File: config.mk
export PLATFORM = sky130hd
export DESIGN_NAME = posit_dot_accum_ctrl_es3
export DESIGN_NICKNAME = d
export VERILOG_FILES = /design/src/rtl/posit_dot_accum_ctrl_es3.sv
export SDC_FILE = /design/constraint.sdc
export NUM_CORES = 1
export LEC_CHECK = 0
export ABC_AREA = 1
export CAP_MARGIN = 15
export CELL_PAD_IN_SITES_DETAIL_PLACEMENT = 1
export CELL_PAD_IN_SITES_GLOBAL_PLACEMENT = 2
export CORE_MARGIN = 5
export CORE_UTILIZATION = 24
export DETAILED_ROUTE_END_ITERATION = 10
export PLACE_DENSITY = 0.89
export SLEW_MARGIN = 5
export SYNTH_ARGS = -nofsm -noshare
export SYNTH_HDL_FRONTEND = slang
export SYNTH_SLANG_ARGS = --single-unit
File: constraint.sdc
create_clock -name clk -period 3.4 [get_ports clk]
set_input_delay 0.68 -clock clk [delete_from_list [all_inputs] [get_ports clk]]
set_output_delay 0.68 -clock clk [all_outputs]
set_load 0.03 [all_outputs]
File: src/rtl/posit_dot_accum_ctrl_es3.sv
// Dot-product accumulation sequencer driving a shared external product-sum adder.
// Optional feature macro: POSIT_ACC_STICKY_INF_EN (a sticky inf flag bypasses the adder).
// Flat field layout, MSB first:
//   value_product = {sgn, inf, zero, scale[PSCALE_W-1:0], fraction[ABITS-1:0]}
//   value         = {sgn, inf, zero, scale[8:0], fraction[FBITS-1:0]}
module posit_dot_accum_ctrl_es3 #(
  parameter int unsigned CNT_W    = 16,
  parameter int unsigned ABITS    = 24,
  parameter int unsigned FBITS    = 12,
  parameter int unsigned PSCALE_W = 11
) (
  input  logic                         clk,
  input  logic                         reset,
  input  logic [3+PSCALE_W+ABITS-1:0]  in_term,
  input  logic                         in_valid,
  input  logic                         in_last,
  output logic                         in_ready,
  output logic [3+PSCALE_W+ABITS-1:0]  add_a,
  output logic [3+PSCALE_W+ABITS-1:0]  add_b,
  output logic                         add_start,
  input  logic [3+PSCALE_W+ABITS-1:0]  add_sum,
  input  logic                         add_done,
  output logic [3+9+FBITS-1:0]         out_result,
  output logic [CNT_W-1:0]             out_count,
  output logic                         out_valid,
  input  logic                         out_ready
);

  localparam int unsigned VP_W  = 3 + PSCALE_W + ABITS;
  localparam int unsigned SC_LO = ABITS;
  localparam int unsigned ZB    = ABITS + PSCALE_W;
  localparam int unsigned IB    = ZB + 1;
  localparam int unsigned SB    = ZB + 2;

  localparam logic [1:0] S_IDLE  = 2'd0;
  localparam logic [1:0] S_ISSUE = 2'd1;
  localparam logic [1:0] S_WAIT  = 2'd2;
  localparam logic [1:0] S_DONE  = 2'd3;

  localparam logic [VP_W-1:0] ACC_ZERO = VP_W'(1) << ZB;

  logic [1:0]       state_q, state_d;
  logic [VP_W-1:0]  acc_q, acc_d;
  logic [VP_W-1:0]  term_q, term_d;
  logic [CNT_W-1:0] cnt_q, cnt_d;
  logic             first_q, first_d;
  logic             last_q, last_d;
  logic             sticky_q, sticky_d;
  logic             in_ready_q, add_start_q, out_valid_q;
  logic             accept_c, inf_skip_c, need_add_c;

  assign accept_c = (state_q == S_IDLE) && in_ready_q && in_valid;

`ifdef POSIT_ACC_STICKY_INF_EN
  assign inf_skip_c = sticky_q | in_term[IB];
`else
  assign inf_skip_c = 1'b0;
`endif

  // An add is only needed for a non-zero, non-inf term joining a loaded accumulator
  assign need_add_c = !inf_skip_c && !in_term[ZB] && !first_q;

  always_comb begin
    state_d  = state_q;
    acc_d    = acc_q;
    term_d   = term_q;
    cnt_d    = cnt_q;
    first_d  = first_q;
    last_d   = last_q;
    sticky_d = sticky_q;
    case (state_q)
      S_IDLE: begin
        if (accept_c) begin
          term_d = in_term;
          last_d = in_last;
          cnt_d  = (cnt_q == {CNT_W{1'b1}}) ? cnt_q : cnt_q + CNT_W'(1);
          if (inf_skip_c) begin
            sticky_d = 1'b1;
          end else if (!in_term[ZB] && first_q) begin
            acc_d   = in_term;
            first_d = 1'b0;
          end
          if (need_add_c)   state_d = S_ISSUE;
          else if (in_last) state_d = S_DONE;
        end
      end
      S_ISSUE: state_d = S_WAIT;
      S_WAIT: begin
        if (add_done) begin
          acc_d   = add_sum;
          state_d = last_q ? S_DONE : S_IDLE;
        end
      end
      default: begin
        if (out_ready) begin
          acc_d    = ACC_ZERO;
          first_d  = 1'b1;
          cnt_d    = '0;
          sticky_d = 1'b0;
          state_d  = S_IDLE;
        end
      end
    endcase
  end

  always_ff @(posedge clk) begin
    if (reset) begin
      state_q     <= S_IDLE;
      acc_q       <= ACC_ZERO;
      term_q      <= '0;
      cnt_q       <= '0;
      first_q     <= 1'b1;
      last_q      <= 1'b0;
      sticky_q    <= 1'b0;
      in_ready_q  <= 1'b0;
      add_start_q <= 1'b0;
      out_valid_q <= 1'b0;
    end else begin
      state_q     <= state_d;
      acc_q       <= acc_d;
      term_q      <= term_d;
      cnt_q       <= cnt_d;
      first_q     <= first_d;
      last_q      <= last_d;
      sticky_q    <= sticky_d;
      in_ready_q  <= (state_d == S_IDLE);
      add_start_q <= (state_d == S_ISSUE);
      out_valid_q <= (state_d == S_DONE);
    end
  end

  assign in_ready  = in_ready_q;
  assign add_start = add_start_q;
  assign out_valid = out_valid_q;
  assign out_count = cnt_q;
  assign add_a     = acc_q;
  assign add_b     = term_q;

  // Narrow the accumulator; sticky inf overrides the inf/zero flags
  assign out_result = {acc_q[SB], acc_q[IB] | sticky_q, acc_q[ZB] & ~sticky_q,
                       acc_q[SC_LO +: 9], acc_q[ABITS-1 -: FBITS]};

endmodule

==> results of run 1 <==
-- flip-flops by register name (all words and copies together) (netlist names) --
register   cells
add_b         38
first_q        1
out_valid      1
in_ready       1
add_a         38
last_q         1
out_count     16
state_q        2
add_start      1
-- critical path, stage by stage (launching register included) --
cell,delay [ps]
dfxtp_1,340
inv_1,150
ha_2,610
nand2_1,190
nor2_4,430
nand2_1,220
nand2_1,110
nand3_1,90
nand2_1,100
nand2_1,110
nand2_1,90
nor2_1,50
-- power by group --
part	total (mW)	internal [mW]	switching [mW]
Combinational	3.38	1.24	2.14
Sequential	1.58	1.42	0.168
Clock	1.04	0.532	0.504
Total	6.00	3.18	2.81
-- synth_stat cells (all sizes together) --
cell / n
nor3b: 1
dfxtp: 99
o21bai: 1
o21ai: 53
a21oi: 51
buf: 39
nor3: 4
nand2: 151
nand4: 4
a31oi: 1
nor2: 115
a22o: 37
clkbuf: 22
o211ai: 1
ha: 5
inv: 36
nand3: 22
-- cell type report --
| type | instances | area, sq um | share of cell area, % |
|---|---|---|---|
| Multi-Input combinational cell | 446 | 2150 | 30.9 |
| Clock buffer | 10 | 239 | 3.43 |
| Sequential cell | 99 | 1980 | 28.4 |
| Timing Repair Buffer | 211 | 2080 | 29.8 |
| Tap cell | 260 | 325 | 4.67 |
| Clock inverter | 6 | 53.8 | 0.772 |
| Inverter | 36 | 135 | 1.94 |
-- layer usage --
metal / vias to the layer above / share of wire, %
met5: - / 0
met4: 0 / 1.2
met3: 13 / 5.6
met2: 125 / 50
met1: 2270 / 43
li1: 2393 / -
-- kinds of logic after synthesis --
family,count (synthesis),share of synthesized area [%]
and+or+nand+nor,297,26.0
adders and majority gates,5,1.35
AOI/OAI and AO/OA,144,19.0
DFF,99,42.8
buffers and inverters,97,10.8
-- how the worst min path moves through the flow --
stage,start,slack (ps),cells past startpoint,endpoint
finish,add_b[33]$_SDFFE_PP0P_,470,2,add_b[33]$_SDFFE_PP0P_
global route,add_b[11]$_SDFFE_PP0P_,480,2,add_b[11]$_SDFFE_PP0P_
CTS,add_b[22]$_SDFFE_PP0P_,470,2,add_b[22]$_SDFFE_PP0P_
detailed placement,add_b[11]$_SDFFE_PP0P_,460,2,add_b[11]$_SDFFE_PP0P_
global placement,add_b[12]$_SDFFE_PP0P_,450,2,add_b[12]$_SDFFE_PP0P_
floorplan,last_q$_SDFFE_PP0P_,450,2,last_q$_SDFFE_PP0P_
-- through the flow --
step	instance area, sq um	hold slack, ps	setup WS [ps]	std cells
6_report	6970	465	759	1068
5_1_grt	6970	483	505	1068
4_1_cts	6970	469	746	1068
3_5_place_dp	6680	458	720	1052
3_3_place_gp	6680	451	762	1052
2_1_floorplan	4630	446	1620	642
==> results.cfg, run 1 <==
[clocking]
path_clk_slew_ps = 70
htreeDepth = 3
numClockSinks = 99
post_cts_resized = 0
cts_hold_buffers = 0
clk_latency_ps = 350
cts_tree = built
clock-root-buffer = clkbuf_16
cts_setup_buffers = 0
cts_buffers = 9
clockBufferDepth = 2

[layout]
n_antenna_cell = 0
syn2layout_area_growth_pct = 50.7
final_util_pct = 37.0
nFillCells = 2303
layout_commonest_cell = clkdlybuf4s50_1
drive_above_1_share_pct = 5.07
nets = 890
final_cell_mix = 199 x clkdlybuf4s50_1, 150 x nand2_1, 112 x nor2_1

[detailed_routing]
routed_wl_mm = 17.6
route.detailed.drc = 0
ant_nets = 0
drt_iter0_drc = 160
dr.pass1.iters = 4
dr_total_vias = 4801
wl_per_cell_um = 16.5
drt-vias-per-instance = 4.50

[logic_synthesis]
syn_nets = 729
netlist_instances = 642
seq_area_frac_synth_pct = 42.8
yosys.cell_types.count = 29
ys_ff_latch = 99
synth_top_area_share_pct = 42.8
synth_area_sq_um = 4630
yosys-top-cells-area = dfxtp_1 43%, nand2_1 12%, nor2_1 9.1%, a22o_1 7.0%, a21oi_1 5.4%
yosysTopAreaCell = dfxtp_1
avgSynthCellArea_sq_um = 7.21
ys_warn_count = 0

[flow_run]
cap_violations = 0

[die]
chipWidth_um = 149
rows = 50
initial_utilization_pct = 24.6
core_area_sq_um = 18800
die_area_sq_um = 22200
pin_count = 201
dieHeight_um = 149

[timing]
finalHoldViolCount = 0
tns_ps = 0
max_slew_margin_pct = 58.7
slew_violations = 0
fmax_mhz = 379
fin_crit_sh_pct = 77.7
clock_skew_ps = 8.08
setup_violations = 0
min_period_ps = 2640
rsz0062_at_grt = no
worst_pin_slew_ps = 620

[placed_design]
port_buffers = 200
place_congestion = 0.793
dp_hpwl_mm = 12.8

[power_and_ir_drop]
leakagePower_nw = 2.62
power_mw = 6.00
p_per_area_nw_per_um2 = 861
ir_worst_vdd_mv = 0.303

[global_routing]
grt.overflow.total = 0
gr-usage-met1_pct = 18.3
grt_max_degree = 47
grt_pass1_wl_mm = 27.6
met3_usage_pct = 4.44
grt.total_usage_pct = 15.6
antenna_found_initial = 0
grt_pass1_vias = 5006
grt_busiest_layer = met2
grt_use_met2_pct = 28.4

[worst_setup_path]
worstPathArrival_ps = 2840
reg2reg_to = in_ready$_SDFF_PP0_
worstPathRequired_ps = 3600
cp-end-kind = flip-flop
r2r-start = state_q[0]$_SDFF_PP0_
rrSetupSlack_ps = 760
r2r_cells = 11
start_kind = flip-flop
path_max_fanout = 28
startpoint = state_q[0]$_SDFF_PP0_
worstSetupPathType = flip-flop to flip-flop
endpoint = in_ready$_SDFF_PP0_

[status]
status = complete, no violations

[min_path]
hp-class = flip-flop to flip-flop
Note: power is estimated with default switching activity, not from simulation.
==> run 2: changes to the inputs <==
--- a/config.mk
+++ b/config.mk
@@ -10,9 +10,9 @@
 export CELL_PAD_IN_SITES_DETAIL_PLACEMENT = 1
 export CELL_PAD_IN_SITES_GLOBAL_PLACEMENT = 2
 export CORE_MARGIN = 5
-export CORE_UTILIZATION = 24
+export CORE_UTILIZATION = 20
 export DETAILED_ROUTE_END_ITERATION = 10
-export PLACE_DENSITY = 0.89
+export PLACE_DENSITY = 0.8
 export SLEW_MARGIN = 5
 export SYNTH_ARGS = -nofsm -noshare
 export SYNTH_HDL_FRONTEND = slang
==> constraint.sdc (replaced) <==
create_clock -name clk -period 2.29 [get_ports clk]
set_input_delay 0.458 -clock clk [delete_from_list [all_inputs] [get_ports clk]]
set_output_delay 0.458 -clock clk [all_outputs]
set_load 0.03 [all_outputs]
==> results.cfg, run 2 (synthesis gave the netlist of run 1 again) <==
[worst_setup_path]
rrSetupSlack_ps = 220
worstSetupPathType = flip-flop to flip-flop
crit_top_cell = nand2_1
cp_num_cells = 12
crit_slowest_cell = ha_2
path_max_fanout = 14
r2r-start = state_q[0]$_SDFF_PP0_
crit_family = simple AND/OR/NAND/NOR gates
start_kind = flip-flop
cp_num_buf_inv = 2
worstPathArrival_ps = 2290
cp-end-kind = flip-flop
path_cells = inv_1 -> ha_2 -> buf_4 -> nand2_1 -> nor2_4 -> nand2_1 -> nand2_1 -> nand3_1 -> nand2_1 -> nand2_1 -> nand2_1 -> nor2_1
worstPathRequired_ps = 2510
reg2reg_to = in_ready$_SDFF_PP0_
cp_slowest_stage_delay_ps = 340
r2r_cells = 12

[power_and_ir_drop]
comb_power_share_pct = 58.0
p_per_area_nw_per_um2 = 1290
p_int_mw = 4.93
leakagePower_nw = 2.70
p_sw_mw = 4.23
ir_worst_vdd_mv = 0.527
seq_power_share_pct = 25.5
swShare_pct = 46.2
pwr-share-clk_pct = 16.5

[die]
die_area_sq_um = 26300
core_area_sq_um = 22700
initial_utilization_pct = 20.4
chipWidth_um = 162
pin_count = 201
dieHeight_um = 162
rows = 55

[timing]
hold_ws_ps = 466
clock_skew_ps = 8.06
fmax_mhz = 482
slew_violations = 0
max_slew_margin_pct = 61.2
fin_crit_sh_pct = 90.5
tns_ps = 0
worst_pin_slew_ps = 582
rsz0062_at_grt = no
finalHoldViolCount = 0
fin_ws_ps = 217
min_period_ps = 2070
setup_violations = 0

[detailed_routing]
ant_nets = 0
wl_per_cell_um = 16.3
dr.pass1.iters = 4
drt-vias-per-instance = 4.37
routed_wl_mm = 18.0
dr_total_vias = 4841
drt_iter0_drc = 181
route.detailed.drc = 0

[placed_design]
dp_hpwl_mm = 13.4
dp_worst_setup_slack_ps = 124
port_buffers = 200
placedCellCount = 1092
place_congestion = 0.782

[clocking]
cts_tree = built
clockBufferDepth = 2
clk_latency_ps = 350
post_cts_resized = 0
path_clk_slew_ps = 70
htreeDepth = 3
clock-root-buffer = clkbuf_16
cts_buffers = 9
numClockSinks = 99
cts_setup_buffers = 0
cts_hold_buffers = 0

[min_path]
min_from = add_b[29]$_SDFFE_PP0P_
whs_path_depth = 2
hp-class = flip-flop to flip-flop
worst_hold_path.endpoint = add_b[29]$_SDFFE_PP0P_

[layout]
syn2layout_area_growth_pct = 54.1
nFillCells = 2743
regArea_sq_um = 1980
nets = 905
final_cell_mix = 199 x clkdlybuf4s50_1, 150 x nand2_1, 112 x nor2_1
multi_input_area_sq_um = 2150
layout_commonest_cell = clkdlybuf4s50_1
finalNonFillerCells = 1108
drive_above_1_share_pct = 6.80
n_antenna_cell = 0

[global_routing]
grt.overflow.total = 0
antenna_found_initial = 0
grt_max_degree = 53
grt_pass1_wl_mm = 27.8
grt_pass1_vias = 4869
grt.total_usage_pct = 13.3

[flow_run]
cap_violations = 0

[status]
status = complete, no violations
[run 2: cell count changes in the layout (fill, tap and decap cells not counted)]
cell	before	now
buf_4	11	24
clkinv_2	0	1
clkbuf_8	1	0
buf_12	0	2
[run 2: layer usage]
metal | vias up | wire length, um | track usage, %
met1 | 2282 | 8330 | 17.0
li1 | 2422 | - | -
met5 | - | 0 | 0
met3 | 17 | 720 | 2.84
met2 | 120 | 8700 | 22.8
met4 | 0 | 285 | 3.84
[run 2: layout make-up]
cell class              count  share of cell area [%]
clock buffers               9                    3.16
clock inverters             7                   0.825
inverters                  36                    1.90
multi-input cells         446                    30.2
flip-flops and latches     99                    27.8
well taps                 285                    5.00
repair buffers            226                    31.1
[run 2: worst max path at each step]
stage / start / endpoint / slack [ps]
floorplan: out_count[0]$_SDFFE_PP0P_ / out_count[11]$_SDFFE_PP0P_ / 510
global placement: add_done / add_a[6]$_SDFFE_PP0P_ / 160
detailed placement: add_done / add_a[9]$_SDFFE_PP0P_ / 120
CTS: state_q[0]$_SDFF_PP0_ / in_ready$_SDFF_PP0_ / 200
global route: state_q[0]$_SDFF_PP0_ / in_ready$_SDFF_PP0_ / 50
finish: state_q[0]$_SDFF_PP0_ / in_ready$_SDFF_PP0_ / 220
[run 2: metrics by stage]
step / util [%] / power [mW] / cell area, sq um
final: 31.4 / 9.17 / 7130
after global routing: 31.4 / 9.88 / 7130
after CTS: 31.4 / 9.37 / 7130
after detailed placement: 30.1 / 7.79 / 6850
after global placement: 30.1 / 7.73 / 6850
after floorplan: - / 5.82 / 4630
[run 2: worst register-to-register path, stage by stage, from the launching register on]
cell and delay [ps]:
dfxtp_1 330, inv_1 150, ha_2 340, buf_4 280
nand2_1 120, nor2_4 130, nand2_1 120, nand2_1 80
nand3_1 60, nand2_1 80, nand2_1 100, nand2_1 100
nor2_1 40
[run 2: power by group through the flow]
stage	clock, mW	combinational [mW]	sequential, mW
finish	1.51	5.32	2.34
global route	1.65	5.83	2.40
CTS	1.60	5.42	2.35
detailed placement	0	5.40	2.39
global placement	0	5.35	2.38
floorplan	0	2.83	2.99
